==> src/rtl/voice_allocator_pkg.sv <==
// Shared types and width constants for the voice allocator: FSM encoding,
// pending-action encoding and default key/velocity/rank widths.
package voice_allocator_pkg;

   localparam int NUM_CHANNELS_DEF = 16;
   localparam int KEY_BITS_DEF     = 7;
   localparam int VEL_BITS_DEF     = 7;

   // Rank width never drops below one bit so a single-voice build still has a legal vector.
   function automatic int rank_bits(input int n);
      return (n > 1) ? $clog2(n) : 1;
   endfunction

   localparam int RANK_BITS_DEF = rank_bits(NUM_CHANNELS_DEF);

   typedef enum logic [1:0] {
      ST_IDLE   = 2'd0,
      ST_SEARCH = 2'd1,
      ST_WRITE  = 2'd2
   } state_t;

   typedef enum logic [1:0] {
      ACT_NONE = 2'd0,
      ACT_ON   = 2'd1,
      ACT_OFF  = 2'd2
   } act_t;

endpackage

==> src/rtl/voice_allocator_select.sv <==
// Combinational channel picker: held-key match first, then lowest free
// released channel, otherwise the least-recently-used voice.
module voice_select
   import voice_allocator_pkg::*;
#(
   parameter int NUM_CHANNELS = NUM_CHANNELS_DEF,
   parameter int KEY_BITS     = KEY_BITS_DEF,
   parameter int RANK_BITS    = RANK_BITS_DEF
) (
   input  logic [NUM_CHANNELS*KEY_BITS-1:0]  keys_i,
   input  logic [NUM_CHANNELS-1:0]           gates_i,
   input  logic [NUM_CHANNELS-1:0]           avail_i,
   input  logic [NUM_CHANNELS*RANK_BITS-1:0] ranks_i,
   input  logic [KEY_BITS-1:0]               key_i,
   output logic [RANK_BITS-1:0]              target_o,
   output logic                              hit_o,
   output logic                              free_o,
   output logic                              steal_o
);

   logic [RANK_BITS-1:0] hit_idx, free_idx, old_idx;
   logic                 hit_f, free_f, old_f;

   // Scanning downward leaves the lowest matching index as the final winner.
   always_comb begin
      hit_idx  = '0;
      free_idx = '0;
      old_idx  = '0;
      hit_f    = 1'b0;
      free_f   = 1'b0;
      old_f    = 1'b0;
      for (int i = NUM_CHANNELS - 1; i >= 0; i--) begin
         if (gates_i[i] && (keys_i[i*KEY_BITS +: KEY_BITS] == key_i)) begin
            hit_f   = 1'b1;
            hit_idx = RANK_BITS'(i);
         end
         if (!gates_i[i] && avail_i[i]) begin
            free_f   = 1'b1;
            free_idx = RANK_BITS'(i);
         end
         if (ranks_i[i*RANK_BITS +: RANK_BITS] == RANK_BITS'(NUM_CHANNELS - 1)) begin
            old_f   = 1'b1;
            old_idx = RANK_BITS'(i);
         end
      end
   end

   always_comb begin
      hit_o   = hit_f;
      free_o  = !hit_f && free_f;
      steal_o = !hit_f && !free_f && old_f;
      if (hit_f) begin
         target_o = hit_idx;
      end else if (free_f) begin
         target_o = free_idx;
      end else begin
         target_o = old_idx;
      end
   end

endmodule

==> src/rtl/voice_allocator.sv <==
// Polyphonic voice allocator: accepts note events through a three-state
// IDLE/SEARCH/WRITE sequence and maintains per-channel key, tuning, velocity, gate and LRU rank.
module voice_allocator
   import voice_allocator_pkg::*;
#(
   parameter int NUM_CHANNELS = NUM_CHANNELS_DEF,
   parameter int NUM_BITS     = 32,
   parameter int KEY_BITS     = KEY_BITS_DEF,
   parameter int VEL_BITS     = VEL_BITS_DEF
) (
   input  logic                             clk,
   input  logic                             rst,
   input  logic                             ev_valid,
   output logic                             ev_ready,
   input  logic                             ev_note_on,
   input  logic [KEY_BITS-1:0]              ev_key,
   input  logic [VEL_BITS-1:0]              ev_velocity,
   input  logic [NUM_BITS-1:0]              ev_car_word,
   input  logic [NUM_BITS-1:0]              ev_mod_word,
   input  logic                             panic,
   input  logic [NUM_CHANNELS-1:0]          available,
   output logic [NUM_BITS*NUM_CHANNELS-1:0] carrier_out,
   output logic [NUM_BITS*NUM_CHANNELS-1:0] modulator_out,
   output logic [NUM_BITS*NUM_CHANNELS-1:0] velocity_out,
   output logic [NUM_CHANNELS-1:0]          gate_out,
   output logic [1:0]                       dbg_state
);

   localparam int RANK_BITS = rank_bits(NUM_CHANNELS);

   // Handshake: an event transfers on a rising edge where ev_valid && ev_ready;
   // ev_ready is high only in IDLE without panic, so fields are held by the source until then.
   state_t state_q, state_d;
   logic   accept;

   logic [KEY_BITS-1:0]  evt_key_q;
   logic [VEL_BITS-1:0]  evt_vel_q;
   logic [NUM_BITS-1:0]  evt_car_q;
   logic [NUM_BITS-1:0]  evt_mod_q;
   logic                 evt_on_q;
   logic [RANK_BITS-1:0] tgt_q;
   act_t                 act_q;

   logic [KEY_BITS-1:0]  ch_key_q [NUM_CHANNELS];
   logic [NUM_BITS-1:0]  ch_car_q [NUM_CHANNELS];
   logic [NUM_BITS-1:0]  ch_mod_q [NUM_CHANNELS];
   logic [NUM_BITS-1:0]  ch_vel_q [NUM_CHANNELS];
   logic [RANK_BITS-1:0] rank_q   [NUM_CHANNELS];
   logic [NUM_CHANNELS-1:0] gate_q;

   logic [NUM_CHANNELS*KEY_BITS-1:0]  keys_flat;
   logic [NUM_CHANNELS*RANK_BITS-1:0] ranks_flat;
   logic [RANK_BITS-1:0]              sel_target;
   logic                              sel_hit, sel_free, sel_steal;

   for (genvar c = 0; c < NUM_CHANNELS; c++) begin : g_chan
      assign carrier_out[c*NUM_BITS +: NUM_BITS]   = ch_car_q[c];
      assign modulator_out[c*NUM_BITS +: NUM_BITS] = ch_mod_q[c];
      assign velocity_out[c*NUM_BITS +: NUM_BITS]  = ch_vel_q[c];
      assign keys_flat[c*KEY_BITS +: KEY_BITS]     = ch_key_q[c];
      assign ranks_flat[c*RANK_BITS +: RANK_BITS]  = rank_q[c];
   end

   assign gate_out  = gate_q;
   assign dbg_state = state_q;

   voice_select #(
      .NUM_CHANNELS (NUM_CHANNELS),
      .KEY_BITS     (KEY_BITS),
      .RANK_BITS    (RANK_BITS)
   ) u_select (
      .keys_i   (keys_flat),
      .gates_i  (gate_q),
      .avail_i  (available),
      .ranks_i  (ranks_flat),
      .key_i    (evt_key_q),
      .target_o (sel_target),
      .hit_o    (sel_hit),
      .free_o   (sel_free),
      .steal_o  (sel_steal)
   );

   always_ff @(posedge clk) begin
      if (rst) begin
         state_q <= ST_IDLE;
      end else begin
         state_q <= state_d;
      end
   end

   always_comb begin
      state_d  = state_q;
      ev_ready = 1'b0;
      case (state_q)
         ST_IDLE: begin
            ev_ready = !panic;
            if (ev_valid && !panic) state_d = ST_SEARCH;
         end
         ST_SEARCH: state_d = ST_WRITE;
         ST_WRITE:  state_d = ST_IDLE;
         default:   state_d = ST_IDLE;
      endcase
      if (panic) state_d = ST_IDLE;
   end

   assign accept = ev_valid && ev_ready;

   always_ff @(posedge clk) begin
      if (rst) begin
         evt_key_q <= '0;
         evt_vel_q <= '0;
         evt_car_q <= '0;
         evt_mod_q <= '0;
         evt_on_q  <= 1'b0;
         tgt_q     <= '0;
         act_q     <= ACT_NONE;
         gate_q    <= '0;
         for (int i = 0; i < NUM_CHANNELS; i++) begin
            ch_key_q[i] <= '0;
            ch_car_q[i] <= '0;
            ch_mod_q[i] <= '0;
            ch_vel_q[i] <= '0;
            rank_q[i]   <= RANK_BITS'(i);
         end
      end else begin
         if (accept) begin
            evt_key_q <= ev_key;
            evt_vel_q <= ev_velocity;
            evt_car_q <= ev_car_word;
            evt_mod_q <= ev_mod_word;
            // A zero-velocity note-on is a note-off in MIDI running-status practice.
            evt_on_q  <= ev_note_on && (ev_velocity != '0);
         end

         if (state_q == ST_SEARCH) begin
            tgt_q <= sel_target;
            if (evt_on_q) begin
               act_q <= (sel_hit || sel_free || sel_steal) ? ACT_ON : ACT_NONE;
            end else begin
               act_q <= sel_hit ? ACT_OFF : ACT_NONE;
            end
         end

         // Panic wins over a pending write; slots and ranks are left as they are.
         if (panic) begin
            gate_q <= '0;
         end else if (state_q == ST_WRITE) begin
            if (act_q == ACT_ON) begin
               ch_key_q[tgt_q] <= evt_key_q;
               ch_car_q[tgt_q] <= evt_car_q;
               ch_mod_q[tgt_q] <= evt_mod_q;
               ch_vel_q[tgt_q] <= {{(NUM_BITS-VEL_BITS){1'b0}}, evt_vel_q};
               gate_q[tgt_q]   <= 1'b1;
               for (int i = 0; i < NUM_CHANNELS; i++) begin
                  if (rank_q[i] < rank_q[tgt_q]) rank_q[i] <= rank_q[i] + RANK_BITS'(1);
               end
               rank_q[tgt_q] <= '0;
            end else if (act_q == ACT_OFF) begin
               gate_q[tgt_q] <= 1'b0;
            end
         end
      end
   end

endmodule

==> config.mk <==
export PLATFORM = sky130hd
export DESIGN_NAME = voice_allocator
export DESIGN_NICKNAME = d
export VERILOG_FILES = /design/src/rtl/voice_allocator_pkg.sv /design/src/rtl/voice_allocator_select.sv /design/src/rtl/voice_allocator.sv
export SDC_FILE = /design/constraint.sdc
export NUM_CORES = 2
export LEC_CHECK = 0
export ABC_AREA = 0
export CAP_MARGIN = 15
export CELL_PAD_IN_SITES_DETAIL_PLACEMENT = 0
export CELL_PAD_IN_SITES_GLOBAL_PLACEMENT = 1
export CORE_AREA = 5 5 634 636
export CTS_BUF_LIST = sky130_fd_sc_hd__clkbuf_16
export CTS_CLUSTER_DIAMETER = 50
export DETAILED_ROUTE_END_ITERATION = 8
export DIE_AREA = 0 0 639 641
export PLACE_DENSITY = 0.48
export SETUP_SLACK_MARGIN = 0.1
export SYNTH_ARGS = -nofsm -noshare
export SYNTH_HDL_FRONTEND = slang
export SYNTH_HIERARCHICAL = 1
export SYNTH_SLANG_ARGS = --single-unit
==> constraint.sdc <==
create_clock -name clk -period 18.8 [get_ports clk]
set_input_delay 4.7 -clock clk [delete_from_list [all_inputs] [get_ports clk]]
set_output_delay 4.7 -clock clk [all_outputs]
set_load 0.02 [all_outputs]
==> summary.txt <==
Result of the run = finished, final reports clean
Clock insertion delay at the later pin of the skew report = 0.95 ns
Standard-cell rows = 231
Worst hold endpoint = evt_vel_q[3]
Max stage delay on crit path = 0.72 ns
Maximum Capacitance Violations = 0
Sum of routed wire length over all layers = 311400 um
Setup repair after global routing missed its margin = false
Top_reg_cell synth = sky130_fd_sc_hd__edfxtp_1
Final Skew = 0.1244 ns
Post-placement worst setup slack = 7.470 ns
Net count reported at finish = 5927
Wire length per cell = 27.65 um
Root buffer selected by CTS = sky130_fd_sc_hd__clkbuf_16
Critical path's most frequent cell = sky130_fd_sc_hd__clkdlybuf4s50_1
Origin of the critical flop-to-flop path = act_q[1]
Async S/R FF share, synth = 0%
Horizontal die dimension = 639 um
Die span in y = 641 um
# IOs = 1654
Distinct cell type count after synthesis = 86
Post-Synthesis Cell Area = 60470 um2
Worst Reg-to-Reg Cells = 10
Number of input and output port buffers inserted = 1253
Via count of the first global-routing pass = 39290
Total iterations of the first detailed-routing run = 5
Maximum number of pins on one net before global-route repair = 70
Setup crit start kind = primary input
Number of fill cells = 41910
Resized cells post-CTS = 0
Period Utilization, post-route = 59.77%
Static Leakage = 30.89 nW
Detailed-route via count = 39770
Hpwl dp = 215600 um
Setup bufs post-CTS = 0
Count of unresolved DRC violations after routing = 0
Cell count of the worst hold path = 2
Area enclosed by the die boundary = 409600 um2
CTS sink count = 1419
Total power divided by cell area = 101.0 nW/um2
Area of the core region = 395100 um2
Final max-slew violation count = 0
Fin crit period = 11.24 ns
Wire length of the first global-routing pass = 394400 um
Arrival time at the worst endpoint = 6.54 ns
Non-filler instance count after layout = 11260
Avg Synthesized Cell Area = 13.67 um2
Count of final setup violators = 0
Sequential Area = 40940 um2
Cts hold-fix bufs = 0
Warnings from Yosys = 6
Post-synthesis instance total = 4424
Proportion of synthesized chip area in sequential cells = 67.64%
Peak VDD IR = 0.00008108 V
Starting density of the core = 15.30%
Gr ovfl total = 0
P&R area growth vs syn = 42.72%
Class of the tightest hold or removal check = reg -> reg
Maximum clock frequency = 0.08900 GHz
Hold Violations, Final = 0
Clock tree from TritonCTS = built
Detail-routed via count per cell = 3.531
Library cell contributing the largest single delay on the critical path = sky130_fd_sc_hd__clkdlybuf4s50_1
Area taken by multi-input logic gates = 16950 um2
Critical path start-end classification = in -> out
Least-Margin Pin Slew = 1.243 ns
Register bit total from synthesis = 1419
CTS Buffer Depth = 4
CP Data Required Time = 14.10 ns
Number of antenna-violating nets in the routed design = 0
Crit path capture type = primary output
Number of placed cells counting well taps = 10760
Final setup slack of the worst path = 7.563 ns
First DRT Iteration DRCs = 3735
R2R Path End = ch_mod_q[9][9]
Rel. slew slack = 17.13%
Hold path start = evt_vel_q[3]
Clock-pin slew on the worst setup and hold paths = 0.06 ns
Routability cong. = 0.7839
Share of post-route cells with drive strength above 1 = 10.97%
Clock buffers created by TritonCTS = 239
Combined global-route utilization of all metal layers = 14.40%
Antenna violations before repair = 107
H-tree levels = 4
Number of enable flip-flop cells after synthesis = 1248
Largest fanout on the critical path = 3
Total negative setup slack = 0 ns
Crit path cell chain = clkdlybuf4s50_1 > nor3_1 > clkdlybuf4s50_1
Reg2Reg Setup Slack = 13.36 ns
[where the power goes]
| part | switching [W] | internal (W) | total, W |
|---|---|---|---|
| sequential | 0.0000742 | 0.00352 | 0.00359 |
| clock | 0.00175 | 0.00273 | 0.00448 |
| combinational | 0.000455 | 0.000194 | 0.000649 |
[cell families after synthesis]
family                   Yosys count  synth area share (%)
AO/OA/AOI/OAI                    276                 2.926
XOR/XNOR                         143                 2.270
adder cells (fa/ha/maj)           65                 1.345
buffers and inverters            696                 7.118
flip-flops                      1419                 67.64
multiplexers                      47                 1.155
other                              1              0.006201
AND/OR/NAND/NOR                 1777                 17.54
[per-stage QoR]
step           hold slack [ns]  utilization (%)  cell area (um2)  total power (W)
3_3_place_gp            0.4426            19.74            78000         0.004326
3_5_place_dp            0.4468            19.75            78020         0.004326
6_report                0.4549            21.84            86300         0.008719
2_1_floorplan           0.4498                -            61970         0.003986
4_1_cts                 0.4546            21.81            86170         0.008853
5_1_grt                 0.4806            21.81            86190         0.009007
[layout make-up]
class                      count  area share, %
clock buffer                 240          6.959
multi-input combinational   2708          19.64
sequential                  1419          47.43
clock inverter               202          2.473
timing repair buffer        1376          15.64
antenna                       55         0.1595
inverter                      19        0.08844
tap                         5242          7.600
[sequential cells by signal (all words and copies together) (netlist names), named ones only]
name,count
evt_key_q,7
ch_vel_q,112
ch_mod_q,512
evt_vel_q,7
ch_car_q,512
dbg_state,2
act_q,2
tgt_q,4
evt_mod_q,32
evt_car_q,32
rank_q,64
evt_on_q,1
ch_key_q,112
[worst max path at each step]
stage                                  to  depth (start not counted)   from
after floorplan           ch_car_q[10][0]                          5  panic
after global routing             ev_ready                          3  panic
after CTS                        ev_ready                          3  panic
after detailed placement         ev_ready                          3  panic
final                            ev_ready                          3  panic
after global placement           ev_ready                          3  panic
[metal layers]
layer | wire [um] | global-route usage, % | vias up | part of all wire, %
met5 | 46 | 0 | - | 0.015
met4 | 9277 | 4.234 | 8 | 3.0
met3 | 27390 | 4.073 | 381 | 8.8
met2 | 153400 | 24.90 | 1999 | 49
met1 | 121200 | 17.32 | 20060 | 39
li1 | - | - | 17320 | -
[cells in the mapped netlist (all sizes together) (13+ instances only)]
library cell	number	area share, %
edfxtp	1248	62
and3	13	0.13
mux2i	24	0.40
clkbuf	244	1.5
a21o	17	0.21
nand2b	22	0.24
nor3	21	0.21
xor2	37	0.54
a21oi	130	1.1
nand2	189	1.2
xnor2	106	1.7
nor2b	15	0.16
mux4	17	0.65
nand4	49	0.57
nor2	117	0.79
nand3	35	0.29
ha	65	1.3
o21ai	45	0.37
dfxtp	171	5.7
inv	19	0.12
a211oi	23	0.32
buf	433	5.5
and2	1252	13
[placed cells by master, fill, tap and decap left out, types with 55 or more instances in the layout]
| master | instances |
|---|---|
| sky130_fd_sc_hd__xnor2_1 | 93 |
| sky130_fd_sc_hd__and2_1 | 1251 |
| sky130_fd_sc_hd__conb_1 | 400 |
| sky130_fd_sc_hd__edfxtp_1 | 1248 |
| sky130_fd_sc_hd__buf_4 | 121 |
| sky130_fd_sc_hd__clkdlybuf4s50_1 | 1252 |
| sky130_fd_sc_hd__dfxtp_1 | 141 |
| sky130_fd_sc_hd__diode_2 | 55 |
| sky130_fd_sc_hd__ha_1 | 65 |
| sky130_fd_sc_hd__nor2_1 | 101 |
| sky130_fd_sc_hd__nand2_1 | 188 |
| sky130_fd_sc_hd__a21oi_1 | 127 |
| sky130_fd_sc_hd__clkbuf_16 | 240 |
[worst max-delay path: cells and delay by family]
family | cells | cell delay [ns]
buf+inv | 2 | 1.32
simple gates | 1 | 0.51
(Power assumes the default switching activity.)
